$ cat src/rtl/swd_target_responder.sv
// SWD target-side wire responder. SWCLK and SWDIO are oversampled in the clk
// domain. The block decodes request packets, returns ACK and read data, and
// captures write data. All line activity is tied to the detected SWCLK rising
// edge, so the probe samples target data on SWCLK falling edges.
module swd_target_responder #(
  parameter int unsigned LINE_RESET_BITS = 50,
  parameter int unsigned SYNC_STAGES     = 2
) (
  input  logic        clk,
  input  logic        rst,
  input  logic        swclk_i,
  input  logic        swdio_i,
  output logic        swdio_o,
  output logic        swdio_t,
  output logic        req_valid,
  output logic        req_apndp,
  output logic        req_rnw,
  output logic [1:0]  req_addr,
  input  logic [2:0]  resp_ack,
  input  logic [31:0] resp_rdata,
  output logic        wr_valid,
  output logic [31:0] wr_data,
  output logic        wr_perr,
  output logic        line_reset,
  output logic        proto_err
);

  localparam int unsigned     LR_W   = $clog2(LINE_RESET_BITS + 1);
  localparam logic [LR_W-1:0] LR_MAX = LR_W'(LINE_RESET_BITS);
  localparam logic [2:0]      ACK_OK = 3'b001;

  typedef enum logic [3:0] {
    S_LOCKOUT,
    S_LRESET,
    S_IDLE,
    S_REQ,
    S_TRN1,
    S_ACK,
    S_RDATA,
    S_TRN2,
    S_WDATA
  } state_e;

  state_e state_q, state_d;

  logic [SYNC_STAGES-1:0] swclk_sync_q, swclk_sync_d;
  logic [SYNC_STAGES-1:0] swdio_sync_q, swdio_sync_d;
  logic                   swclk_prev_q, swclk_prev_d;
  logic                   swclk_s, swdio_s, edge_e;

  logic [LR_W-1:0] hi_cnt_q, hi_cnt_d;
  logic [5:0]      bit_cnt_q, bit_cnt_d;
  logic [5:0]      req_sr_q, req_sr_d;
  logic [6:0]      req_bits;
  logic [2:0]      ack_q, ack_d;
  logic [31:0]     rdata_sr_q, rdata_sr_d;
  logic            rpar_q, rpar_d;
  logic [31:0]     wr_sr_q, wr_sr_d;
  logic            lr_hit;

  logic        swdio_o_q, swdio_o_d;
  logic        swdio_t_q, swdio_t_d;
  logic        req_valid_q, req_valid_d;
  logic        req_apndp_q, req_apndp_d;
  logic        req_rnw_q, req_rnw_d;
  logic [1:0]  req_addr_q, req_addr_d;
  logic        wr_valid_q, wr_valid_d;
  logic [31:0] wr_data_q, wr_data_d;
  logic        wr_perr_q, wr_perr_d;
  logic        line_reset_q, line_reset_d;
  logic        proto_err_q, proto_err_d;

  // Synchronizer chains for the asynchronous probe inputs
  always_comb begin
    swclk_sync_d    = '0;
    swdio_sync_d    = '0;
    swclk_sync_d[0] = swclk_i;
    swdio_sync_d[0] = swdio_i;
    for (int unsigned i = 1; i < SYNC_STAGES; i++) begin
      swclk_sync_d[i] = swclk_sync_q[i-1];
      swdio_sync_d[i] = swdio_sync_q[i-1];
    end
  end

  assign swclk_s      = swclk_sync_q[SYNC_STAGES-1];
  assign swdio_s      = swdio_sync_q[SYNC_STAGES-1];
  assign swclk_prev_d = swclk_s;
  assign edge_e       = swclk_s & ~swclk_prev_q;

  // Next-state, line-reset detection and registered outputs, all evaluated on E
  always_comb begin
    state_d      = state_q;
    hi_cnt_d     = hi_cnt_q;
    bit_cnt_d    = bit_cnt_q;
    req_sr_d     = req_sr_q;
    ack_d        = ack_q;
    rdata_sr_d   = rdata_sr_q;
    rpar_d       = rpar_q;
    wr_sr_d      = wr_sr_q;
    swdio_o_d    = swdio_o_q;
    swdio_t_d    = swdio_t_q;
    req_valid_d  = 1'b0;
    req_apndp_d  = req_apndp_q;
    req_rnw_d    = req_rnw_q;
    req_addr_d   = req_addr_q;
    wr_valid_d   = 1'b0;
    wr_data_d    = wr_data_q;
    wr_perr_d    = wr_perr_q;
    line_reset_d = 1'b0;
    proto_err_d  = 1'b0;
    lr_hit       = 1'b0;
    // {Park, Stop, Parity, A3, A2, RnW, APnDP} once the last request bit arrives
    req_bits     = {swdio_s, req_sr_q};

    if (edge_e) begin
      unique case (state_q)
        S_LOCKOUT: begin
        end
        S_LRESET: begin
          if (!swdio_s) state_d = S_IDLE;
        end
        S_IDLE: begin
          if (swdio_s) begin
            state_d   = S_REQ;
            bit_cnt_d = '0;
          end
        end
        S_REQ: begin
          if (bit_cnt_q == 6'd6) begin
            if (!(^req_bits[4:0]) && !req_bits[5] && req_bits[6]) begin
              req_valid_d = 1'b1;
              req_apndp_d = req_bits[0];
              req_rnw_d   = req_bits[1];
              req_addr_d  = {req_bits[3], req_bits[2]};
              state_d     = S_TRN1;
            end else begin
              proto_err_d = 1'b1;
              state_d     = S_LOCKOUT;
            end
          end else begin
            req_sr_d  = {swdio_s, req_sr_q[5:1]};
            bit_cnt_d = bit_cnt_q + 6'd1;
          end
        end
        S_TRN1: begin
          state_d   = S_ACK;
          bit_cnt_d = '0;
        end
        S_ACK: begin
          // ACK[0] goes out on the same edge that latches the response inputs
          if (bit_cnt_q == 6'd0) begin
            ack_d      = resp_ack;
            rdata_sr_d = resp_rdata;
            rpar_d     = ^resp_rdata;
            swdio_t_d  = 1'b0;
            swdio_o_d  = resp_ack[0];
            bit_cnt_d  = 6'd1;
          end else if (bit_cnt_q == 6'd1) begin
            swdio_o_d = ack_q[1];
            bit_cnt_d = 6'd2;
          end else begin
            swdio_o_d = ack_q[2];
            bit_cnt_d = '0;
            if (ack_q == ACK_OK && req_rnw_q) state_d = S_RDATA;
            else                              state_d = S_TRN2;
          end
        end
        S_RDATA: begin
          if (bit_cnt_q == 6'd32) begin
            swdio_o_d = rpar_q;
            state_d   = S_TRN2;
          end else begin
            swdio_o_d  = rdata_sr_q[0];
            rdata_sr_d = {1'b0, rdata_sr_q[31:1]};
            bit_cnt_d  = bit_cnt_q + 6'd1;
          end
        end
        S_TRN2: begin
          swdio_t_d = 1'b1;
          swdio_o_d = 1'b0;
          bit_cnt_d = '0;
          if (ack_q == ACK_OK && !req_rnw_q) state_d = S_WDATA;
          else                               state_d = S_IDLE;
        end
        S_WDATA: begin
          if (bit_cnt_q == 6'd32) begin
            wr_valid_d = 1'b1;
            wr_data_d  = wr_sr_q;
            wr_perr_d  = ^{wr_sr_q, swdio_s};
            state_d    = S_IDLE;
          end else begin
            wr_sr_d   = {swdio_s, wr_sr_q[31:1]};
            bit_cnt_d = bit_cnt_q + 6'd1;
          end
        end
        default: state_d = S_LOCKOUT;
      endcase

      // High-run counter only observes the line while the target is not driving
      if (swdio_t_q) begin
        if (!swdio_s) begin
          hi_cnt_d = '0;
        end else if (hi_cnt_q != LR_MAX) begin
          hi_cnt_d = hi_cnt_q + LR_W'(1);
          if (hi_cnt_q == LR_MAX - LR_W'(1)) lr_hit = 1'b1;
        end
      end else begin
        hi_cnt_d = '0;
      end

      // Line reset overrides whatever the state decode chose on this edge
      if (lr_hit) begin
        state_d      = S_LRESET;
        line_reset_d = 1'b1;
        swdio_t_d    = 1'b1;
        swdio_o_d    = 1'b0;
        req_valid_d  = 1'b0;
        req_apndp_d  = req_apndp_q;
        req_rnw_d    = req_rnw_q;
        req_addr_d   = req_addr_q;
        proto_err_d  = 1'b0;
        wr_valid_d   = 1'b0;
        wr_data_d    = wr_data_q;
        wr_perr_d    = wr_perr_q;
      end
    end
  end

  // State and output registers with synchronous reset
  always_ff @(posedge clk) begin
    if (rst) begin
      state_q      <= S_LOCKOUT;
      swclk_sync_q <= '0;
      swdio_sync_q <= '0;
      swclk_prev_q <= 1'b0;
      hi_cnt_q     <= '0;
      bit_cnt_q    <= '0;
      req_sr_q     <= '0;
      ack_q        <= '0;
      rdata_sr_q   <= '0;
      rpar_q       <= 1'b0;
      wr_sr_q      <= '0;
      swdio_o_q    <= 1'b0;
      swdio_t_q    <= 1'b1;
      req_valid_q  <= 1'b0;
      req_apndp_q  <= 1'b0;
      req_rnw_q    <= 1'b0;
      req_addr_q   <= '0;
      wr_valid_q   <= 1'b0;
      wr_data_q    <= '0;
      wr_perr_q    <= 1'b0;
      line_reset_q <= 1'b0;
      proto_err_q  <= 1'b0;
    end else begin
      state_q      <= state_d;
      swclk_sync_q <= swclk_sync_d;
      swdio_sync_q <= swdio_sync_d;
      swclk_prev_q <= swclk_prev_d;
      hi_cnt_q     <= hi_cnt_d;
      bit_cnt_q    <= bit_cnt_d;
      req_sr_q     <= req_sr_d;
      ack_q        <= ack_d;
      rdata_sr_q   <= rdata_sr_d;
      rpar_q       <= rpar_d;
      wr_sr_q      <= wr_sr_d;
      swdio_o_q    <= swdio_o_d;
      swdio_t_q    <= swdio_t_d;
      req_valid_q  <= req_valid_d;
      req_apndp_q  <= req_apndp_d;
      req_rnw_q    <= req_rnw_d;
      req_addr_q   <= req_addr_d;
      wr_valid_q   <= wr_valid_d;
      wr_data_q    <= wr_data_d;
      wr_perr_q    <= wr_perr_d;
      line_reset_q <= line_reset_d;
      proto_err_q  <= proto_err_d;
    end
  end

  assign swdio_o    = swdio_o_q;
  assign swdio_t    = swdio_t_q;
  assign req_valid  = req_valid_q;
  assign req_apndp  = req_apndp_q;
  assign req_rnw    = req_rnw_q;
  assign req_addr   = req_addr_q;
  assign wr_valid   = wr_valid_q;
  assign wr_data    = wr_data_q;
  assign wr_perr    = wr_perr_q;
  assign line_reset = line_reset_q;
  assign proto_err  = proto_err_q;

endmodule
$ cat config.mk
export PLATFORM = sky130hd
export DESIGN_NAME = swd_target_responder
export DESIGN_NICKNAME = d
export VERILOG_FILES = /design/src/rtl/swd_target_responder.sv
export SDC_FILE = /design/constraint.sdc
export NUM_CORES = 1
export LEC_CHECK = 0
export ABC_AREA = 0
export CORE_MARGIN = 5
export CORE_UTILIZATION = 55
export CTS_CLUSTER_SIZE = 10
export DETAILED_ROUTE_END_ITERATION = 10
export GPL_TIMING_DRIVEN = 0
export PLACE_DENSITY = 0.8
export SKIP_CTS_REPAIR_TIMING = 1
export SYNTH_ARGS = -nofsm -noshare
export SYNTH_HDL_FRONTEND = slang
export SYNTH_SLANG_ARGS = --single-unit
$ cat constraint.sdc
create_clock -name clk -period 3.1 [get_ports clk]
set_input_delay 0.465 -clock clk [delete_from_list [all_inputs] [get_ports clk]]
set_output_delay 0.465 -clock clk [all_outputs]
set_load 0.005 [all_outputs]
==> metrics.cfg, run 1 <==
[clocking]
htreeDepth = 4
cts_sinks = 138
cts_buffers = 17
clock_path_buffers = 2
clockRootBuffer = clkbuf_16
path_clk_slew_ps = 50
clock_latency_ps = 430
tritoncts = done

[placed_design]
place.gp.congestion = 0.9321
place_inst = 970
place_ws_ps = 155.4
port_buffers = 81
hpwl_um = 11590

[setup_path]
crit_family = simple AND/OR/NAND/NOR gates
crit_slowest_cell = or3_1
start_kind = flip-flop
path_max_fanout = 10
worstPathCellList = inv_1, ha_1, or3b_1, buf_2, or3_1, o21ai_1, and2_1, buf_2, clkbuf_1, a211oi_1
timing.rr.start = bit_cnt_q[0]$_SDFFE_PP0P_
critPathCaptureType = flip-flop
cp.arrival_ps = 3110
critical_path_buf_inv_count = 4
reg2reg_to = rdata_sr_q[12]$_SDFFE_PP0P_
critPathKind = reg -> reg
cpMostUsedCell = buf_2
r2r_slack_ps = 270
crit_cells = 10
max_stage_delay_ps = 450
rr_worst_depth = 10
cp.required_ps = 3380

[detailed_routing]
vias = 5606
drtAntennaViolNets = 0
first_pass_iters = 5
via_per_inst = 5.600
wire_per_inst_um = 15.71
wl_um = 15720
drc_errors = 0
drtIter0Drc = 441

[synth]
synthArstFlopShare_pct = 0
synth-seq-area-share_pct = 43.83
synth_area_mm2 = 0.006304
synth_edf_count = 0
yosys_register_bits = 138
synth.net_count = 792
synth.most_common_cell = nand2_1
avgSynthCellArea_um2 = 8.450
ys_types = 48
synthFlopType = dfxtp_1
synth_commonest_cells = 144 x nand2_1, 138 x dfxtp_1, 78 x a21oi_1, 71 x nor2_1, 53 x xnor2_1
yosys_warnings = 0
syn_inst = 746
yosysTopAreaCell = dfxtp_1
synthTopCellsByArea = dfxtp_1 44%, nand2_1 8.6%, xnor2_1 7.4%
synth_top_area_share_pct = 43.83

[run_status]
status = complete, no violations

[finish]
syn_to_final_growth_pct = 24.77
drive_gt1_share_pct = 4.429
final_cells = 1001
diodes = 0
final_nets = 892

[global_route]
grt_pass1_wl_um = 26070
antenna_found_initial = 0
grt_max_degree = 17
gr-total-overflow = 0
grt_usage_pct = 24.14
grt_pass1_vias = 5515

[sta]
clock_skew_ps = 6.550
postLayoutSetupSlackWorst_ps = 271.7
max-slew-margin-rel_pct = 21.26
finalCritPeriodShare_pct = 91.24
timing.hold.ws_ps = 444.5
finalSetupTns_ps = 0
hold_viol = 0
worst_pin_slew_ps = 1170
period_needed_ps = 2828
rsz0062_at_grt = no
clock.fmax_ghz = 0.3536
setup_viol = 0
slew_viol_final = 0

[floorplanning]
die_area_mm2 = 0.01370
dieWidth_um = 117.1
die_height_um = 117.1
row_count = 39
floorplan.initialDensity_pct = 55.68
io_pins = 82
core-area_mm2 = 0.01132

[power]
p_per_area_mw_per_mm2 = 504.8
power_leakage_nw = 2.802
peakVddDrop_v = 0.0003789

[worst_hold_path]
holdCritPathClass = reg -> reg
hold_depth = 1
hold_start = swdio_sync_q[0]$_SDFF_PP0_
hold_path_end = swdio_sync_q[1]$_SDFF_PP0_

[job]
max_cap_violations = 0

-- sequential cells by signal, summed over array words and instances, names as in the netlist, 2 cells and up --
name and count:
rdata_sr_q 32, wr_data 32, wr_sr_q 32, bit_cnt_q 6, hi_cnt_q 6, req_sr_q 6, state_q 4, ack_q 3
req_addr 2, swclk_sync_q 2, swdio_sync_q 2
-- per-layer routing --
layer	track usage (%)	wire length, um
met1	29.97	6633
met3	6.478	1181
met5	0	0
met2	40.05	7577
met4	9.480	329
-- cells by family (layout without fill, tap and decap cells) --
| kind of cell | count (synthesis) | after routing | synth area share, % |
|---|---|---|---|
| and+or+nand+nor | 285 | 285 | 19.75 |
| AOI/OAI and AO/OA | 140 | 140 | 13.62 |
| DFF | 138 | 138 | 43.83 |
| xor gates and xnor gates | 72 | 72 | 10.66 |
| buffers and inverters | 59 | 171 | 3.612 |
| muxes | 45 | 45 | 7.146 |
| adders and majority gates | 7 | 7 | 1.389 |
-- stage by stage --
stage | power (mW) | util [%] | cell area (um^2)
after global routing | 4.095 | 69.47 | 7865
after detailed placement | 2.058 | 64.42 | 7293
after floorplan | 1.966 | - | 6304
after global placement | 2.053 | 64.42 | 7293
after CTS | 3.992 | 69.45 | 7863
final | 3.970 | 69.47 | 7865
-- how the worst max path moves through the flow --
stage / from / end
after detailed placement: bit_cnt_q[0]$_SDFFE_PP0P_ / wr_data[26]$_SDFFE_PP0P_
final: bit_cnt_q[0]$_SDFFE_PP0P_ / rdata_sr_q[12]$_SDFFE_PP0P_
after global routing: bit_cnt_q[0]$_SDFFE_PP0P_ / wr_data[19]$_SDFFE_PP0P_
after CTS: bit_cnt_q[0]$_SDFFE_PP0P_ / wr_data[19]$_SDFFE_PP0P_
after global placement: bit_cnt_q[0]$_SDFFE_PP0P_ / wr_data[26]$_SDFFE_PP0P_
after floorplan: bit_cnt_q[0]$_SDFFE_PP0P_ / state_q[0]$_SDFFE_PP0P_
-- cell type report --
type | instances | area, um^2
Fill cell | 927 | 3456
Multi-Input combinational cell | 549 | 3316
Sequential cell | 138 | 2763
Timing Repair Buffer | 81 | 810.8
Clock buffer | 20 | 446.7
Buffer | 47 | 182.7
Tap cell | 143 | 178.9
Clock inverter | 11 | 122.6
Inverter | 12 | 45.04
-- cells in the final DEF, fill, tap and decap left out, drive strengths merged, types with 4 or more instances in the layout --
cell type	netlist	final
nand2	144	144
dfxtp	138	138
clkdlybuf4s50	0	81
a21oi	78	78
nor2	71	71
clkbuf	42	62
xnor2	53	53
mux2i	45	45
a211oi	33	33
xor2	16	16
inv	12	13
nor3	12	12
o21ai	9	9
nand3	8	8
nand2b	7	7
nor2b	7	7
ha	7	7
nand4	6	6
nor4	6	6
buf	5	5
or3	4	4
and3	4	4
o32ai	4	4
clkinvlp	0	4
clkinv	0	4
-- where the power goes --
group / total, mW / leakage, nW / switching, mW / internal [mW]
sequential: 1.78 / 1.11 / 0.00108 / 1.78
combinational: 0.243 / 1.42 / 0.118 / 0.125
clock: 1.95 / 0.268 / 0.753 / 1.20
Note: power is estimated with default switching activity, not from simulation.
==> run 2: changes to the inputs <==
Settings changed: CELL_PAD_IN_SITES_DETAIL_PLACEMENT from default to 0, CELL_PAD_IN_SITES_GLOBAL_PLACEMENT from default to 1, CORE_UTILIZATION 55 to 47, DONT_BUFFER_PORTS from default to 1, PLACE_DENSITY 0.8 to default, PLACE_DENSITY_LB_ADDON from default to 0.1.
==> metrics.cfg, run 2 (synthesized netlist as in run 1, its figures left out) <==
[clocking]
clock_path_buffers = 2  ; unchanged
tritoncts = done
path_clk_slew_ps = 60  ; about the same
cts_sinks = 138  ; unchanged
cts_buffers = 17  ; unchanged
htreeDepth = 4  ; unchanged
clockRootBuffer = clkbuf_16
clock_latency_ps = 420  ; about the same

[sta]
slew_viol_final = 0  ; unchanged
worst_pin_slew_ps = 1188  ; +17.95 ps
rsz0062_at_grt = no
timing.hold.ws_ps = 175.9  ; -268.6 ps
clock.fmax_ghz = 0.3523  ; -0.34%
setup_viol = 0  ; unchanged
finalSetupTns_ps = 0  ; unchanged
period_needed_ps = 2838  ; +9.777 ps
clock_skew_ps = 7.369  ; +0.8193 ps
max-slew-margin-rel_pct = 20.05  ; -1.2 points
finalCritPeriodShare_pct = 91.55  ; +0.32 points
hold_viol = 0  ; unchanged

[run_status]
status = complete, no violations

[setup_path]
critPathCaptureType = flip-flop
cpMostUsedCell = or4_1
critical_path_buf_inv_count = 2  ; -2
crit_cells = 9  ; -1
crit_slowest_cell = or4_1
max_stage_delay_ps = 550  ; +100 ps
rr_worst_depth = 9  ; -1
cp.arrival_ps = 3140  ; +30 ps
crit_family = simple AND/OR/NAND/NOR gates
worstPathCellList = inv_1, ha_1, or3b_1, buf_2, o31ai_2, a21oi_1, or4_1, or4_1, o211a_1
path_max_fanout = 8  ; -2
start_kind = flip-flop
cp.required_ps = 3410  ; +30 ps
critPathKind = reg -> reg

[finish]
final_common_cell = nand2_1
final_nets = 811  ; -9.1%
final_area_mm2 = 0.007137  ; -9.3%
final_util_pct = 54.11  ; -15 points
drive_gt1_share_pct = 4.884  ; +0.46 points
syn_to_final_growth_pct = 13.22
diodes = 0  ; unchanged
most-common-layout-cells = 144 x nand2_1, 138 x dfxtp_1, 78 x a21oi_1

[power]
combinationalPowerShare_pct = 4.5  ; -1.6 points
p_sw_mw = 0.8557  ; -1.9%
p_int_mw = 3.204  ; +3.4%
p_per_area_mw_per_mm2 = 568.8  ; +13%
peakVddDrop_v = 0.0003082  ; -19%
total_power_mw = 4.060  ; +2.2%
switching_share_pct = 21.08  ; -0.88 points
power_leakage_nw = 2.536  ; -9.5%
p_seq_share_pct = 43.8  ; -1.0 points
power.share.clock_pct = 51.7  ; +2.6 points

[detailed_routing]
drc_errors = 0  ; unchanged
wl_um = 15310  ; -2.6%
dr.max_layer_used = met4
via_per_inst = 5.470  ; -2.3%
routed-wl-met3_um = 1099  ; -6.9%
wl_met1_um = 6633  ; unchanged
drtAntennaViolNets = 0  ; unchanged
wl_met2_um = 7252  ; -4.3%
first_pass_iters = 5  ; unchanged
wire_per_inst_um = 16.05  ; +2.2%
drtIter0Drc = 354  ; -20%
vias = 5218  ; -6.9%

[floorplanning]
die_area_mm2 = 0.01583  ; +16%
floorplan.initialDensity_pct = 47.79  ; -7.9 points
dieWidth_um = 125.8  ; +7.5%
row_count = 42  ; +7.7%
io_pins = 82  ; unchanged
core-area_mm2 = 0.01319  ; +17%
die_height_um = 125.8  ; +7.5%

[job]
max_cap_violations = 0  ; unchanged

[global_route]
grt_pass1_vias = 5011  ; -9.1%
grt_pass1_wl_um = 25500  ; -2.2%
grt_usage_pct = 19.65  ; -4.5 points
gr-total-overflow = 0  ; unchanged
antenna_found_initial = 0  ; unchanged
grt_max_degree = 17  ; unchanged

[placed_design]
place.gp.congestion = 0.9419  ; +1.1%
hpwl_um = 11020  ; -4.9%
placement.cell_area_mm2 = 0.006524  ; -11%
port_buffers = 0  ; -100%

[worst_hold_path]
holdCritPathClass = in -> reg
hold_depth = 1  ; unchanged

## run 2: per-layer routing
metal,vias to the layer above,track usage (%)
li1,2583,-
met1,2455,24.20
met2,144,31.91
met3,36,6.562
met4,0,7.760
met5,-,0
## run 2: worst paths after layout
kind                                                 start                    endpoint  slack (ps)
worst max-delay path             bit_cnt_q[0]$_SDFFE_PP0P_     state_q[0]$_SDFFE_PP0P_         260
worst min-delay path                               swclk_i  swclk_sync_q[0]$_SDFF_PP0_         180
worst max register to register   bit_cnt_q[0]$_SDFFE_PP0P_     state_q[0]$_SDFFE_PP0P_         260
worst min register to register  swdio_sync_q[0]$_SDFF_PP0_  swdio_sync_q[1]$_SDFF_PP0_         440
## run 2: stage by stage
step           setup slack, ps  instances
2_1_floorplan            480.5        746
3_3_place_gp             148.8        922
3_5_place_dp             143.2        922
4_1_cts                  112.2        954
5_1_grt                  27.44        954
6_report                 261.9        954
## run 2: area by class of cell
cell class / count / area (um^2)
Inverter: 12 / 45.04
Clock buffer: 20 / 436.7
Multi-Input combinational cell: 549 / 3316
Buffer: 47 / 182.7
Tap cell: 176 / 220.2
Clock inverter: 12 / 173.9
Sequential cell: 138 / 2763
Fill cell: 1289 / 6053
## run 2: power by group through the flow
| stage | Combinational [mW] | Clock, mW | Sequential, mW |
|---|---|---|---|
| after floorplan | 0.150 | 0 | 1.82 |
| after global routing | 0.201 | 2.23 | 1.78 |
| after detailed placement | 0.185 | 0 | 1.82 |
| after CTS | 0.186 | 2.13 | 1.78 |
| final | 0.184 | 2.10 | 1.78 |
| after global placement | 0.183 | 0 | 1.82 |
## run 2: worst reg2reg max path: cells and delay by family (launching register included)
kind,cells,cell delay (ps)
DFF,1,380
and+or+nand+nor,3,1420
buffers and inverters,2,280
adders and majority gates,1,230
AOI/OAI and AO/OA,3,410
==> run 3: changes to the inputs <==
Settings changed: CORE_MARGIN 5 to 2.
==> metrics.cfg, run 3 (synthesized netlist as in run 1, its figures left out) <==
[floorplanning]
io_pins = 82  ; unchanged
dieWidth_um = 119.8  ; -4.8%
row_count = 42  ; unchanged
die_height_um = 119.8  ; -4.8%
core-area_mm2 = 0.01319  ; unchanged
floorplan.initialDensity_pct = 47.79  ; unchanged
die_area_mm2 = 0.01435  ; -9.3%

[clocking]
htreeDepth = 4  ; unchanged
clockRootBuffer = clkbuf_16
tritoncts = done
cts_buffers = 17  ; unchanged
cts_sinks = 138  ; unchanged
clock_path_buffers = 2  ; unchanged
path_clk_slew_ps = 60  ; about the same
clock_latency_ps = 420  ; about the same

[finish]
diodes = 0  ; unchanged
final_nets = 811  ; unchanged
final_common_cell = nand2_1
most-common-layout-cells = 144 x nand2_1, 138 x dfxtp_1, 78 x a21oi_1
drive_gt1_share_pct = 4.884  ; unchanged
final_area_mm2 = 0.007203  ; +0.93%
final_util_pct = 54.61  ; +0.50 points
syn_to_final_growth_pct = 14.27

[sta]
timing.hold.ws_ps = 186.1  ; +10.17 ps
finalSetupTns_ps = 0  ; unchanged
clock_skew_ps = 6.786  ; -0.5833 ps
postLayoutSetupSlackWorst_ps = 239.6  ; -22.24 ps
rsz0062_at_grt = no
worst_pin_slew_ps = 1204  ; +16.10 ps
max-slew-margin-rel_pct = 18.97  ; -1.1 points
clock.fmax_ghz = 0.3496  ; -0.78%
setup_viol = 0  ; unchanged
period_needed_ps = 2860  ; +22.24 ps
hold_viol = 0  ; unchanged
finalCritPeriodShare_pct = 92.27  ; +0.72 points
slew_viol_final = 0  ; unchanged

[detailed_routing]
via_per_inst = 5.453  ; -0.31%
wire_per_inst_um = 16.01  ; -0.25%
drtIter0Drc = 374  ; +5.6%
drtAntennaViolNets = 0  ; unchanged
drc_errors = 0  ; unchanged
first_pass_iters = 5  ; unchanged
vias = 5202  ; -0.31%
wl_um = 15270  ; -0.25%

[global_route]
grt_pass1_wl_um = 25170  ; -1.3%
grt_usage_pct = 22.00  ; +2.3 points
grt_max_degree = 17  ; unchanged
grt_pass1_vias = 5093  ; +1.6%
gr-total-overflow = 0  ; unchanged
antenna_found_initial = 0  ; unchanged

[setup_path]
cp.required_ps = 3400  ; about the same
cp.arrival_ps = 3170  ; +30 ps
critPathCaptureType = flip-flop
r2r_slack_ps = 240  ; -20 ps
cpMostUsedCell = or4_1
start_kind = flip-flop
crit_slowest_cell = or4_1
max_stage_delay_ps = 560  ; about the same
critPathKind = reg -> reg
path_max_fanout = 8  ; unchanged
worstPathCellList = inv_1, ha_1, or3b_1, buf_2, o31ai_2, a21oi_1, or4_1, or4_1, o211a_1

[placed_design]
placement.cell_area_mm2 = 0.006524  ; unchanged
place.gp.congestion = 0.8711  ; -7.5%
place_ws_ps = 30.56  ; -112.6 ps
port_buffers = 0  ; unchanged
hpwl_um = 10970  ; -0.39%

[power]
power_leakage_nw = 2.559  ; +0.92%
p_per_area_mw_per_mm2 = 594.9  ; +4.6%
peakVddDrop_v = 0.0003536  ; +15%

[job]
max_cap_violations = 0  ; unchanged

[run_status]
status = complete, no violations

[worst_hold_path]
holdCritPathClass = in -> reg

-- run 3: cell count changes in the layout (fill, tap and decap cells not counted), sizes merged --
cell	change
inv	+1
clkinv	-6
clkbuf	+2
bufinv	+2
clkinvlp	+1
-- run 3: layer usage --
metal / track usage, % / share of wire [%] / wire (um) / up-vias
met5: 0 / 0 / 0 / -
met4: 7.941 / 1.2 / 178 / 0
met3: 6.226 / 6.5 / 993 / 17
met2: 36.07 / 48 / 7278 / 147
met1: 27.67 / 45 / 6823 / 2454
li1: - / - / - / 2584
-- run 3: final cells by class --
class / instances / area (um^2)
multi-input cells: 549 / 3316
fillers: 1246 / 5987
clock buffers: 22 / 464.2
plain buffers: 47 / 182.7
inverters: 12 / 45.04
well taps: 176 / 220.2
clock inverters: 10 / 212.7
flip-flops and latches: 138 / 2763
-- run 3: final timing paths --
kind / from / endpoint / depth (start not counted)
max: bit_cnt_q[0]$_SDFFE_PP0P_ / state_q[0]$_SDFFE_PP0P_ / 9
min: resp_ack[2] / ack_q[2]$_SDFFE_PP0P_ / 2
max reg2reg: bit_cnt_q[0]$_SDFFE_PP0P_ / state_q[0]$_SDFFE_PP0P_ / 9
min reg2reg: swclk_sync_q[0]$_SDFF_PP0_ / swclk_sync_q[1]$_SDFF_PP0_ / 1
-- run 3: where the power goes --
group	switching [mW]	leakage [nW]	internal [mW]	total, mW
combinational	0.0998	1.13	0.0843	0.184
clock	0.768	0.321	1.56	2.32
sequential	0.00107	1.11	1.78	1.78
total	0.868	2.56	3.42	4.29
-- run 3: through the flow --
| stage | cells | total power, mW |
|---|---|---|
| 5_1_grt | 954 | 4.404 |
| 3_3_place_gp | 922 | 2.000 |
| 3_5_place_dp | 922 | 2.003 |
| 4_1_cts | 954 | 4.319 |
| 2_1_floorplan | 746 | 1.966 |
| 6_report | 954 | 4.285 |
-- run 3: critical path: cells and delay by family (launching register included) --
| kind | cells | cell delay (ps) |
|---|---|---|
| fa+ha+maj | 1 | 240 |
| flops | 1 | 380 |
| compound gates | 3 | 400 |
| buf+inv | 2 | 280 |
| simple gates | 3 | 1440 |
